===== config.mk =====
export PLATFORM = sky130hd
export DESIGN_NAME = toggle_request_gen
export DESIGN_NICKNAME = d
export VERILOG_FILES = /design/src/rtl/toggle_request_gen_pkg.sv /design/src/rtl/toggle_request_gen_sync_2ff.sv /design/src/rtl/toggle_request_gen.sv
export SDC_FILE = /design/constraint.sdc
export NUM_CORES = 1
export LEC_CHECK = 0
export BUFFER_PORTS_ARGS = -buffer_cell sky130_fd_sc_hd__buf_4
export CAP_MARGIN = 30
export CORE_ASPECT_RATIO = 1.75
export CORE_MARGIN = 1
export CORE_UTILIZATION = 50
export CTS_BUF_LIST = sky130_fd_sc_hd__clkbuf_16
export DETAILED_ROUTE_END_ITERATION = 7
export GPL_TIMING_DRIVEN = 0
export PLACE_DENSITY_LB_ADDON = 0.1
export SKIP_CTS_REPAIR_TIMING = 1
export SYNTH_ARGS = -nofsm -noshare
export SYNTH_HDL_FRONTEND = slang
export SYNTH_HIERARCHICAL = 1
export SYNTH_SLANG_ARGS = --single-unit

===== constraint.sdc =====
create_clock -name clk -period 2.1 [get_ports clk]
set_clock_uncertainty 0.15 [all_clocks]
set_input_delay 0.42 -clock clk [delete_from_list [all_inputs] [get_ports clk]]
set_output_delay 0.42 -clock clk [all_outputs]
set_load 0.02 [all_outputs]

===== src/rtl/toggle_request_gen_pkg.sv =====
// Shared state encoding and counter-sizing helper for the button conditioning
// and prescaler/counter blocks.
package toggle_request_gen_pkg;

  typedef enum logic [1:0] {
    IDLE      = 2'd0,
    PRESS_CHK = 2'd1,
    HELD      = 2'd2,
    REL_CHK   = 2'd3
  } state_t;

  // Number of bits needed to hold values 0..value-1 (0 for value <= 1).
  function automatic int clog2(input int unsigned value);
    int unsigned v;
    int          r;
    v = (value > 0) ? value - 1 : 0;
    r = 0;
    while (v > 0) begin
      r++;
      v = v >> 1;
    end
    return r;
  endfunction

endpackage


===== src/rtl/toggle_request_gen_sync_2ff.sv =====
// Two-flop level synchroniser for raw asynchronous inputs; both flops reset
// asynchronously to 0.
module sync_2ff (
  input  logic clk,
  input  logic reset,
  input  logic d,
  output logic q
);

  logic meta_p0;

  always_ff @(posedge clk or negedge reset) begin
    if (!reset) begin
      meta_p0 <= 1'b0;
      q       <= 1'b0;
    end else begin
      meta_p0 <= d;
      // second stage: metastability settled
      q       <= meta_p0;
    end
  end

endmodule


===== src/rtl/toggle_request_gen.sv =====
// Push-button conditioner: synchronise, debounce, and emit one-cycle toggle
// requests per accepted press, with optional hold-to-repeat.
module toggle_request_gen
  import toggle_request_gen_pkg::*;
#(
  parameter int DEBOUNCE_CYCLES      = 500000,
  parameter int REPEAT_EN            = 0,
  parameter int REPEAT_DELAY_CYCLES  = 25000000,
  parameter int REPEAT_PERIOD_CYCLES = 5000000
) (
  input  logic clk,
  input  logic reset,
  input  logic btn_in,
  output logic t,
  output logic pressed
);

  localparam int MAX_DR = (DEBOUNCE_CYCLES > REPEAT_DELAY_CYCLES) ?
                          DEBOUNCE_CYCLES : REPEAT_DELAY_CYCLES;
  localparam int MAX_P  = (MAX_DR > REPEAT_PERIOD_CYCLES) ? MAX_DR : REPEAT_PERIOD_CYCLES;
  localparam int CNT_W  = clog2(MAX_P) + 1;

  localparam logic [CNT_W-1:0] DB_LAST  = CNT_W'(DEBOUNCE_CYCLES - 1);
  localparam logic [CNT_W-1:0] DLY_LAST = CNT_W'(REPEAT_DELAY_CYCLES - 1);
  localparam logic [CNT_W-1:0] PER_LAST = CNT_W'(REPEAT_PERIOD_CYCLES - 1);

  function automatic logic [CNT_W-1:0] cnt_inc(input logic [CNT_W-1:0] v);
    return (&v) ? v : v + 1'b1;
  endfunction

  logic             s;
  state_t           state;
  logic [CNT_W-1:0] cnt;
  logic             rpt_armed;

  sync_2ff u_sync (
    .clk   (clk),
    .reset (reset),
    .d     (btn_in),
    .q     (s)
  );

  // rpt_armed selects the period compare once the initial repeat delay has elapsed.
  always_ff @(posedge clk or negedge reset) begin
    if (!reset) begin
      state     <= IDLE;
      cnt       <= '0;
      rpt_armed <= 1'b0;
      t         <= 1'b0;
      pressed   <= 1'b0;
    end else begin
      t <= 1'b0;
      case (state)
        IDLE: begin
          pressed   <= 1'b0;
          cnt       <= '0;
          rpt_armed <= 1'b0;
          if (s) state <= PRESS_CHK;
        end
        PRESS_CHK: begin
          pressed <= 1'b0;
          if (!s) begin
            state <= IDLE;
            cnt   <= '0;
          end else if (cnt == DB_LAST) begin
            state     <= HELD;
            cnt       <= '0;
            rpt_armed <= 1'b0;
            t         <= 1'b1;
            pressed   <= 1'b1;
          end else begin
            cnt <= cnt_inc(cnt);
          end
        end
        HELD: begin
          pressed <= 1'b1;
          if (!s) begin
            state <= REL_CHK;
            cnt   <= '0;
          end else if (REPEAT_EN != 0) begin
            if (cnt == (rpt_armed ? PER_LAST : DLY_LAST)) begin
              t         <= 1'b1;
              cnt       <= '0;
              rpt_armed <= 1'b1;
            end else begin
              cnt <= cnt_inc(cnt);
            end
          end
        end
        REL_CHK: begin
          pressed <= 1'b1;
          if (s) begin
            // bounce back to held restarts the repeat delay, no new initial pulse
            state     <= HELD;
            cnt       <= '0;
            rpt_armed <= 1'b0;
          end else if (cnt == DB_LAST) begin
            state   <= IDLE;
            cnt     <= '0;
            pressed <= 1'b0;
          end else begin
            cnt <= cnt_inc(cnt);
          end
        end
        default: begin
          state     <= IDLE;
          cnt       <= '0;
          rpt_armed <= 1'b0;
          pressed   <= 1'b0;
        end
      endcase
    end
  end

endmodule

[Word level (Yosys, flattened, before mapping)]
Index checks and enable logic that the tools add are counted.
Cells by class
  add/sub/neg operators: 1
  eq/ne operators: 8
  mux-type cells: 19
  reduce and logical (&&, ||, !) cells: 3
Operator list (count)
  $mux 26: 5
  $pmux 26 s4: 1
  $add 26x1->26 const B: 1
  $eq 26x19->1 const B: 1
  $reduce_and 26->1: 1
  $mux 2: 6
  $pmux 2 s4: 1
  $mux 1: 5
  $eq 2x2->1 const B: 2
  $pmux 1 s4: 1
  $reduce_and 4->1: 1
  $ne 3x2->1 const B: 1
  $ne 3x3->1 const B: 1
  $eq 2x1->1 const B: 1
  $logic_not 2->1: 1
  $ne 2x1->1 const B: 1
  $ne 2x2->1 const B: 1
Storage, ports and cells
  bits in registers: 32
  input bits: 3
  output and inout port bits: 2
  word-level logic and storage cells: 37

[Logic depth before layout (Yosys ltp)]
Gate-level depths: netlist (run 1).
  depth after elaboration: 5
  gate-level depth with buffers: 8
  depth with buffers taken out: 6

[By module]
The synthesis (run 1) kept the hierarchy.
Modules (own cells, without submodules)
  toggle_request_gen: times used 1, cells an instance 213, area each 1886.8 µm², seq. area each 750.7 µm²
  sync_2ff: times used 1, cells an instance 2, area each 50.0 µm², seq. area each 50.0 µm²

[Worst setup path before layout (run 1)]
No wires, ideal clock.
  path kind: register to register
  start: register cnt[6]
  end: register cnt[15]
  setup time: 0.127 ns
  arrival time: 1.796 ns
  required time: 1.823 ns
  slack: 0.027 ns
  cell stages (with the launch flop): 8
  buffers on the path: 2
  clock period less this slack: 2.073 ns
  path through: dfrtp_1 -> or4b_1 -> nor4_2 -> a21oi_1 -> buf_2 -> buf_6 -> a22oi_1 -> o21ai_1
On the way
  longest elaborated chain between the ends: 5
  elaborated cells between the ends (all ways): 8
  classes of those cells: add/sub: 1; eq/ne: 1; mux: 5; reduce/logical: 1
Ends and longest elaborated chain
  from (decl): line toggle_request_gen.sv:33  | logic [CNT_W-1:0] cnt;
  from (signal assigned): line toggle_request_gen.sv:72  | cnt <= cnt_inc(cnt);
  from (signal assigned): line toggle_request_gen.sv:86  | cnt <= cnt_inc(cnt);
  from (signal assigned): line toggle_request_gen.sv:102  | cnt <= cnt_inc(cnt);
  $add 26x1->26 / $reduce_and 26->1 (equally long branches): line toggle_request_gen.sv:28  | return (&v) ? v : v + 1'b1;
  $mux 26: line toggle_request_gen.sv:28
  $mux 26 *: line toggle_request_gen.sv:65, toggle_request_gen.sv:97
  $mux 26 (on tied branches): line toggle_request_gen.sv:92, toggle_request_gen.sv:62
  $pmux 26 s4 *: line toggle_request_gen.sv:53  | case (state)
Mark *: on every way between the ends. The rest lies on a longest branch, timed or not.
A chain may end at the register's enable or synchronous reset.

[Worst setup path in the final report (run 1)]
  start: register cnt[9]
  end: register cnt[25]
The elaborated chain is that of the path after synthesis.

==> results of run 1 <==
[area by class of cell]
cell class / instances / share of cell area (%)
plain buffers: 13 / 4.26
clock buffers: 5 / 4.79
clock inverters: 2 / 0.335
inverters: 4 / 0.575
multi-input cells: 164 / 45.9
flip-flops and latches: 32 / 31.1
well taps: 46 / 2.20
repair buffers: 36 / 10.8
[worst max-delay path: stages (launching register included)]
cell,delay (ps)
dfrtp_2,420
or4b_4,540
nor4_4,300
a21o_1,260
buf_6,180
o21ai_1,90
a22o_1,220
[synthesized netlist by cell type, types with 2 or more instances]
master / instances / area [um2]
nor2_1: 4 / 15.0
mux2_2: 2 / 22.5
o211ai_1: 3 / 22.5
and4_1: 3 / 26.3
buf_2: 3 / 15.0
o21ai_0: 12 / 60.1
and3_1: 8 / 50.1
a21oi_1: 5 / 25.0
a211o_1: 2 / 17.5
a41oi_1: 5 / 43.8
o31a_1: 2 / 17.5
and2_1: 2 / 12.5
a31oi_1: 19 / 119
inv_1: 4 / 15.0
nor4_1: 3 / 18.8
clkbuf_1: 8 / 30.0
nand3_1: 13 / 65.1
buf_6: 2 / 22.5
nand4_1: 9 / 56.3
a31o_2: 2 / 17.5
o21ai_1: 2 / 10.0
a21o_1: 4 / 30.0
nor3_1: 12 / 60.1
o221ai_1: 2 / 17.5
and3b_1: 2 / 17.5
dfrtp_1: 32 / 801
or3_1: 3 / 18.8
nand2_1: 24 / 90.1
buf_4: 2 / 15.0
[power by group]
part	leakage (nW)	total (mW)	internal (mW)	switching, mW
Sequential	0.423	0.656	0.635	0.0210
Combinational	0.611	0.132	0.0650	0.0674
Clock	0.0709	0.676	0.425	0.251
[flip-flops by register name (all words and copies together) (netlist names), named ones only]
signal          cells
u_sync/meta_p0      1
cnt                26
state               1
u_sync/q            1
t                   1
pressed             1
[logic make-up (layout without fill, tap and decap cells)]
group,count (synthesis),count (layout)
AO/OA/AOI/OAI,66,66
multiplexers,2,2
buffers and inverters,19,60
adder cells (fa/ha/maj),1,1
flip-flops,32,32
XOR/XNOR,1,1
AND/OR/NAND/NOR,94,94
[per-layer routing]
metal	vias to the layer above	track usage [%]	routed length, um
met5	-	0	0
met4	0	15.0	177
met3	20	5.80	553
met2	149	49.6	3430
met1	1031	33.8	2280
li1	930	-	-
[layout by cell type (no fill, tap or decap), types with 4 or more instances in the layout]
master	Yosys	layout
nor3_1	12	11
nand4_1	9	9
and3_1	8	7
dfrtp_1	32	23
a21oi_1	5	4
buf_6	2	7
nand3_1	13	10
inv_1	4	5
a21o_1	4	4
nand2_1	24	24
a31oi_1	19	19
o21ai_0	12	7
buf_4	2	33
a41oi_1	5	5
dfrtp_2	0	9
o21ai_1	2	6
clkbuf_16	0	5
[per-stage QoR]
stage | setup TNS [ps] | utilization, % | cells
after floorplan | 0 | - | 215
after global placement | -6510 | 55.2 | 265
after detailed placement | -7490 | 55.2 | 265
after CTS | -8070 | 58.9 | 272
after global routing | -4270 | 71.3 | 302
final | -2060 | 71.3 | 302
[final timing paths]
check	end	slack, ps	cells past startpoint
setup reg to reg	cnt[25]	-170	6
setup / recovery	cnt[25]	-170	6
min in group asynchronous	pressed	480	2
hold / removal	u_sync/meta_p0	100	1
hold reg to reg	u_sync/q	200	0
max in group asynchronous	cnt[21]	980	2
==> summary.txt, run 1 <==
DRT Pass-1 Iters = 5
status = finished with violations
Hold Crit Class = in2reg
Worst Tran Pin Value = 616 ps
synth warn = 6
Top FF cell, synth = dfrtp_1
CTS Sinks = 32
Initial Utilization = 52.9%
Power Density = 561 nW/um2
Synth Area per Inst = 9.01 um2
crit end category = flop
layout cell share with drive strength beyond 1 = 34.8%
Period minus WS final = 2270 ps
antenna-violating nets left = 0
Final Max Tran Viols = 0
global-route wire length before repair = 9.19 mm
Critical Path AT = 2280 ps
fmax = 0.441 GHz
H-tree depth = 2
worst vdd ir = 556 uV
vias in the first global route = 1,866
Adder-Cell Fraction of Synth Area = 0.646%
multi-input logic area = 1200 um2
initial drt markers = 179
pin count of the biggest net entering global routing = 33
Critical Path Start = cnt[9]
All-Layer GR Usage = 29.1%
n_diodes = 0
kind of critical path = reg2reg
io pins = 5
die height = 84.3 um
Place WS = -395 ps
sequential-to-total area share from yosys stat = 41.3%
endpoints failing hold = 0
crit path max fanout = 7
Reg-to-Reg Start = cnt[9]
Seq cells post-synth = 32
dpl cell area = 2020 um2
Vias = 2,130
Post-Route WL = 6.45 mm
grt total ovfl = 0
Cell variety after synth = 50
Final Worst Setup Slack = -170 ps
Design Power = 1.46 mW
Post-synth ARST share = 100%
final setup vio count = 25
# fillers = 263
mux contribution to synthesized area = 1.16%
HPWL Detailed = 3.82 mm
Root Driver = clkbuf_16
Port Buffer Count = 4
DR vias/cell = 7.05
clock tree from TritonCTS = yes
Slew headroom = 58.9%
FF/Latch Area = 812 um2
CTS Buf Count = 5
max capacitance violation total = 0
Fin Hold WS = 103 ps
Layout area overhead = 34.8%
kind of start point of the critical path = flop
Critical Path RT = 2110 ps
violations in the final reports = setup timing
Synth Area in Compound Gates = 23.3%
chip width = 49.1 um
# rows = 29
WL per Instance = 21.3 um
Final #Nets = 260
largest family of logic cells by synthesized area = simple AND/OR/NAND/NOR gates
RSZ-0062 raised after global routing = true
die area = 4140 um2
period utilization = 108%
mapped cell area = 1940 um2
Worst Min Path Start = btn_in
DRC violations left = 0
Clk pin slew, worst setup/hold paths = 50 ps
gpl congestion = 0.900
clk buf depth = 2
simple-gate area share of the yosys netlist = 28.0%
Leak = 1.10 nW
Design Area, Final = 2610 um2
CORE AREA = 3660 um2
Post-synth EDFFs = 0
worst skew pair latency = 270 ps
syn nets = 219
Mapped Cells = 215
initial antenna violation count = 0
XOR/XNOR Fraction of Synth Area = 0.452%
(Power assumes the default switching activity.)
==> inputs of run 2 (changes only) <==
- ABC_AREA: not set -> 1
- MAX_ROUTING_LAYER: not set -> met4
- SYNTH_HIERARCHICAL: 1 -> not set
==> run 2 against run 1 <==
Net effect: the flow now finishes without violations; global-route usage decreased by 0.34 points; critical path depth increased by 4; worst hold slack got worse by 7.3 ps; non-clock buffer count decreased by 30; critical path type unchanged; critical endpoint is now cnt[6]; count of clock-buffer cells in the layout unchanged; final area decreased by 1.7%; via count increased by 3.3%; total power increased by 3.0%; first-iteration DRC count decreased by 46%; largest cell class unchanged.
==> summary.txt, run 2 <==
status = finished clean (was finished with violations)
HPWL Detailed = 4.21 mm (was 3.82 mm)
worst vdd ir = 541 uV (was 556 uV)
most frequent cell after synthesis = nand2_1 (was dfrtp_1)
DRC violations left = 0 (unchanged)
Layout area overhead = 19.8% (was 34.8%)
crit end category = flop (unchanged)
io pins = 5 (unchanged)
die height = 88.6 um (was 84.3 um)
Critical Path AT = 2040 ps (was 2280 ps)
RSZ-0062 raised after global routing = true (unchanged)
Root Driver = clkbuf_16 (unchanged)
Final Max Tran Viols = 0 (unchanged)
n_diodes = 0 (unchanged)
WL per Instance = 14.9 um (was 21.3 um)
Worst Tran Pin Value = 407 ps (was 616 ps)
Place WS = -172 ps (was -395 ps)
crit path max fanout = 5 (was 7)
grt total ovfl = 0 (unchanged)
Post-Route WL = 5.90 mm (was 6.45 mm)
Hold Crit Class = in2reg (unchanged)
DR vias/cell = 5.56 (was 7.05)
endpoints failing hold = 0 (unchanged)
initial antenna violation count = 0 (unchanged)
Vias = 2,200 (was 2,130)
metal3 WL = 202 um (was 553 um)
# rows = 31 (was 29)
period utilization = 96.6% (was 108%)
met2 WL = 3.06 mm (was 3.43 mm)
Yosys top cell by area = dfrtp_1 (unchanged)
Leak = 1.12 nW (was 1.10 nW)
Port Buffer Count = 4 (unchanged)
cells on worst reg2reg path = 10 (was 6)
chip width = 51.5 um (was 49.1 um)
global-route wire length before repair = 9.23 mm (was 9.19 mm)
Final #Nets = 350 (was 260)
Post-synth EDFFs = 0 (unchanged)
Period minus WS final = 2030 ps (was 2270 ps)
Critical Path RT = 2110 ps (about the same)
post-synth top area share = 37.4% (was 41.3%)
DRT Pass-1 Iters = 4 (was 5)
commonest non-fill, non-tap cell in the layout = nand2_1 (was buf_4)
H-tree depth = 2 (unchanged)
initial drt markers = 97 (was 179)
die area = 4560 um2 (was 4140 um2)
largest cells by area after synthesis = dfrtp_1 37%, nand2_1 17%, nand3_1 11%, nor2_1 7.9%, inv_1 6.0% (was dfrtp_1 41%, a31oi_1 6.1%, nand2_1 4.7%, nand3_1 3.4%, nor3_1 3.1%)
CORE AREA = 4110 um2 (was 3660 um2)
max reg flops = 26 (unchanged)
vias in the first global route = 2,069 (was 1,866)
synth warn = 0 (was 6)
kind of critical path = reg2reg (unchanged)
Fin Setup TNS = 0 ps (was -2060 ps)
All-Layer GR Usage = 28.7% (was 29.1%)
gpl congestion = 1.04 (was 0.900)
mapped cell area = 2140 um2 (was 1940 um2)
Synth Area per Inst = 6.59 um2 (was 9.01 um2)
CTS Sinks = 32 (unchanged)
fmax = 0.493 GHz (was 0.441 GHz)
most flop-heavy register = cnt (unchanged)
Post-synth ARST share = 100% (unchanged)
Post-Place Cells = 378 (was 265)
Fin Hold WS = 95.4 ps (was 103 ps)
sequential-to-total area share from yosys stat = 37.4% (was 41.3%)
Initial Utilization = 52.1% (was 52.9%)
WHS Path Cells = 1 (unchanged)
commonest non-fill, non-tap cells in the layout = 95 x nand2_1, 44 x nand3_1, 41 x nor2_1, 34 x inv_1, 32 x dfrtp_1 (was 33 x buf_4, 24 x nand2_1, 23 x dfrtp_1, 19 x a31oi_1, 11 x nor3_1)
pin count of the biggest net entering global routing = 33 (unchanged)
Slew headroom = 72.8% (was 58.9%)
clk buf depth = 2 (unchanged)
CTS Buf Count = 5 (unchanged)
max capacitance violation total = 0 (unchanged)
layout cell share with drive strength beyond 1 = 16.4% (was 34.8%)
Power Density = 588 nW/um2 (was 561 nW/um2)
syn nets = 329 (was 219)
Seq cells post-synth = 32 (unchanged)
highest metal used = met4 (unchanged)
clock tree from TritonCTS = yes (unchanged)
Cell variety after synth = 30 (was 50)
final setup vio count = 0 (was 25)
Clk pin slew, worst setup/hold paths = 60 ps (was 50 ps)
antenna-violating nets left = 0 (unchanged)
Top FF cell, synth = dfrtp_1 (unchanged)
worst skew pair latency = 280 ps (was 270 ps)
# fillers = 382 (was 263)
kind of start point of the critical path = flop (unchanged)
wire length on met1 = 2.23 mm (was 2.28 mm)
Non-Filler Instances = 396 (was 302)
Mapped Cells = 325 (was 215)
commonest cells in the netlist = 97 x nand2_1, 46 x nand3_1, 45 x nor2_1 (was 32 x dfrtp_1, 24 x nand2_1, 19 x a31oi_1)
Final Worst Setup Slack = 71.2 ps (was -170 ps)
[run 2: final cells by class]
| type | count | area [um2] | share of cell area, % |
|---|---|---|---|
| Multi-Input combinational cell | 249 | 1220 | 47.4 |
| Tap cell | 49 | 61.3 | 2.39 |
| Sequential cell | 32 | 801 | 31.2 |
| Clock inverter | 3 | 42.5 | 1.66 |
| Timing Repair Buffer | 13 | 121 | 4.73 |
| Clock buffer | 5 | 125 | 4.88 |
| Inverter | 39 | 146 | 5.70 |
| Buffer | 6 | 52.6 | 2.05 |
[run 2: path summary, 6_finish.rpt]
path	start	endpoint	slack, ps
worst max-delay path	cnt[0]	cnt[6]	70
worst min-delay path	btn_in	u_sync.meta_p0	100
worst max register to register	cnt[0]	cnt[6]	70
worst min register to register	u_sync.meta_p0	u_sync.q	210
max in group asynchronous	reset	asynchronous set/reset pin	1040
min in group asynchronous	reset	cnt[8]	470
[run 2: power by group]
| group | switching (mW) | internal, mW |
|---|---|---|
| registers | 0.00348 | 0.622 |
| logic | 0.0348 | 0.0143 |
| clock network | 0.277 | 0.557 |
[run 2: cells by family after synthesis]
logic type | Yosys count | share of synthesized area, %
simple gates | 223 | 46.9
flops | 32 | 37.4
buf+inv | 45 | 8.88
fa+ha+maj | 1 | 0.584
xor+xnor | 2 | 0.818
compound gates | 22 | 5.43
[run 2: through the flow]
| stage | utilization, % | area, um2 | total power, mW |
|---|---|---|---|
| after floorplan | - | 2140 | 0.658 |
| after global placement | 54.3 | 2230 | 0.681 |
| after detailed placement | 54.3 | 2230 | 0.682 |
| after CTS | 58.4 | 2400 | 1.51 |
| after global routing | 62.4 | 2570 | 1.55 |
| final | 62.4 | 2570 | 1.51 |
[run 2: metal layers]
| metal | up-vias | GRT usage [%] |
|---|---|---|
| li1 | 1096 | - |
| met1 | 1001 | 29.7 |
| met2 | 73 | 48.9 |
| met3 | 30 | 4.47 |
| met4 | 0 | 19.2 |
| met5 | - | - |
[run 2: critical path, stage by stage (launching register included)]
cell,delay (ps)
dfrtp_1,410
ha_2,200
buf_6,110
nand2_2,50
nor2_2,90
nand2_2,100
nor2_4,200
nand3_4,190
clkbuf_16,210
a21oi_1,150
a21oi_2,40
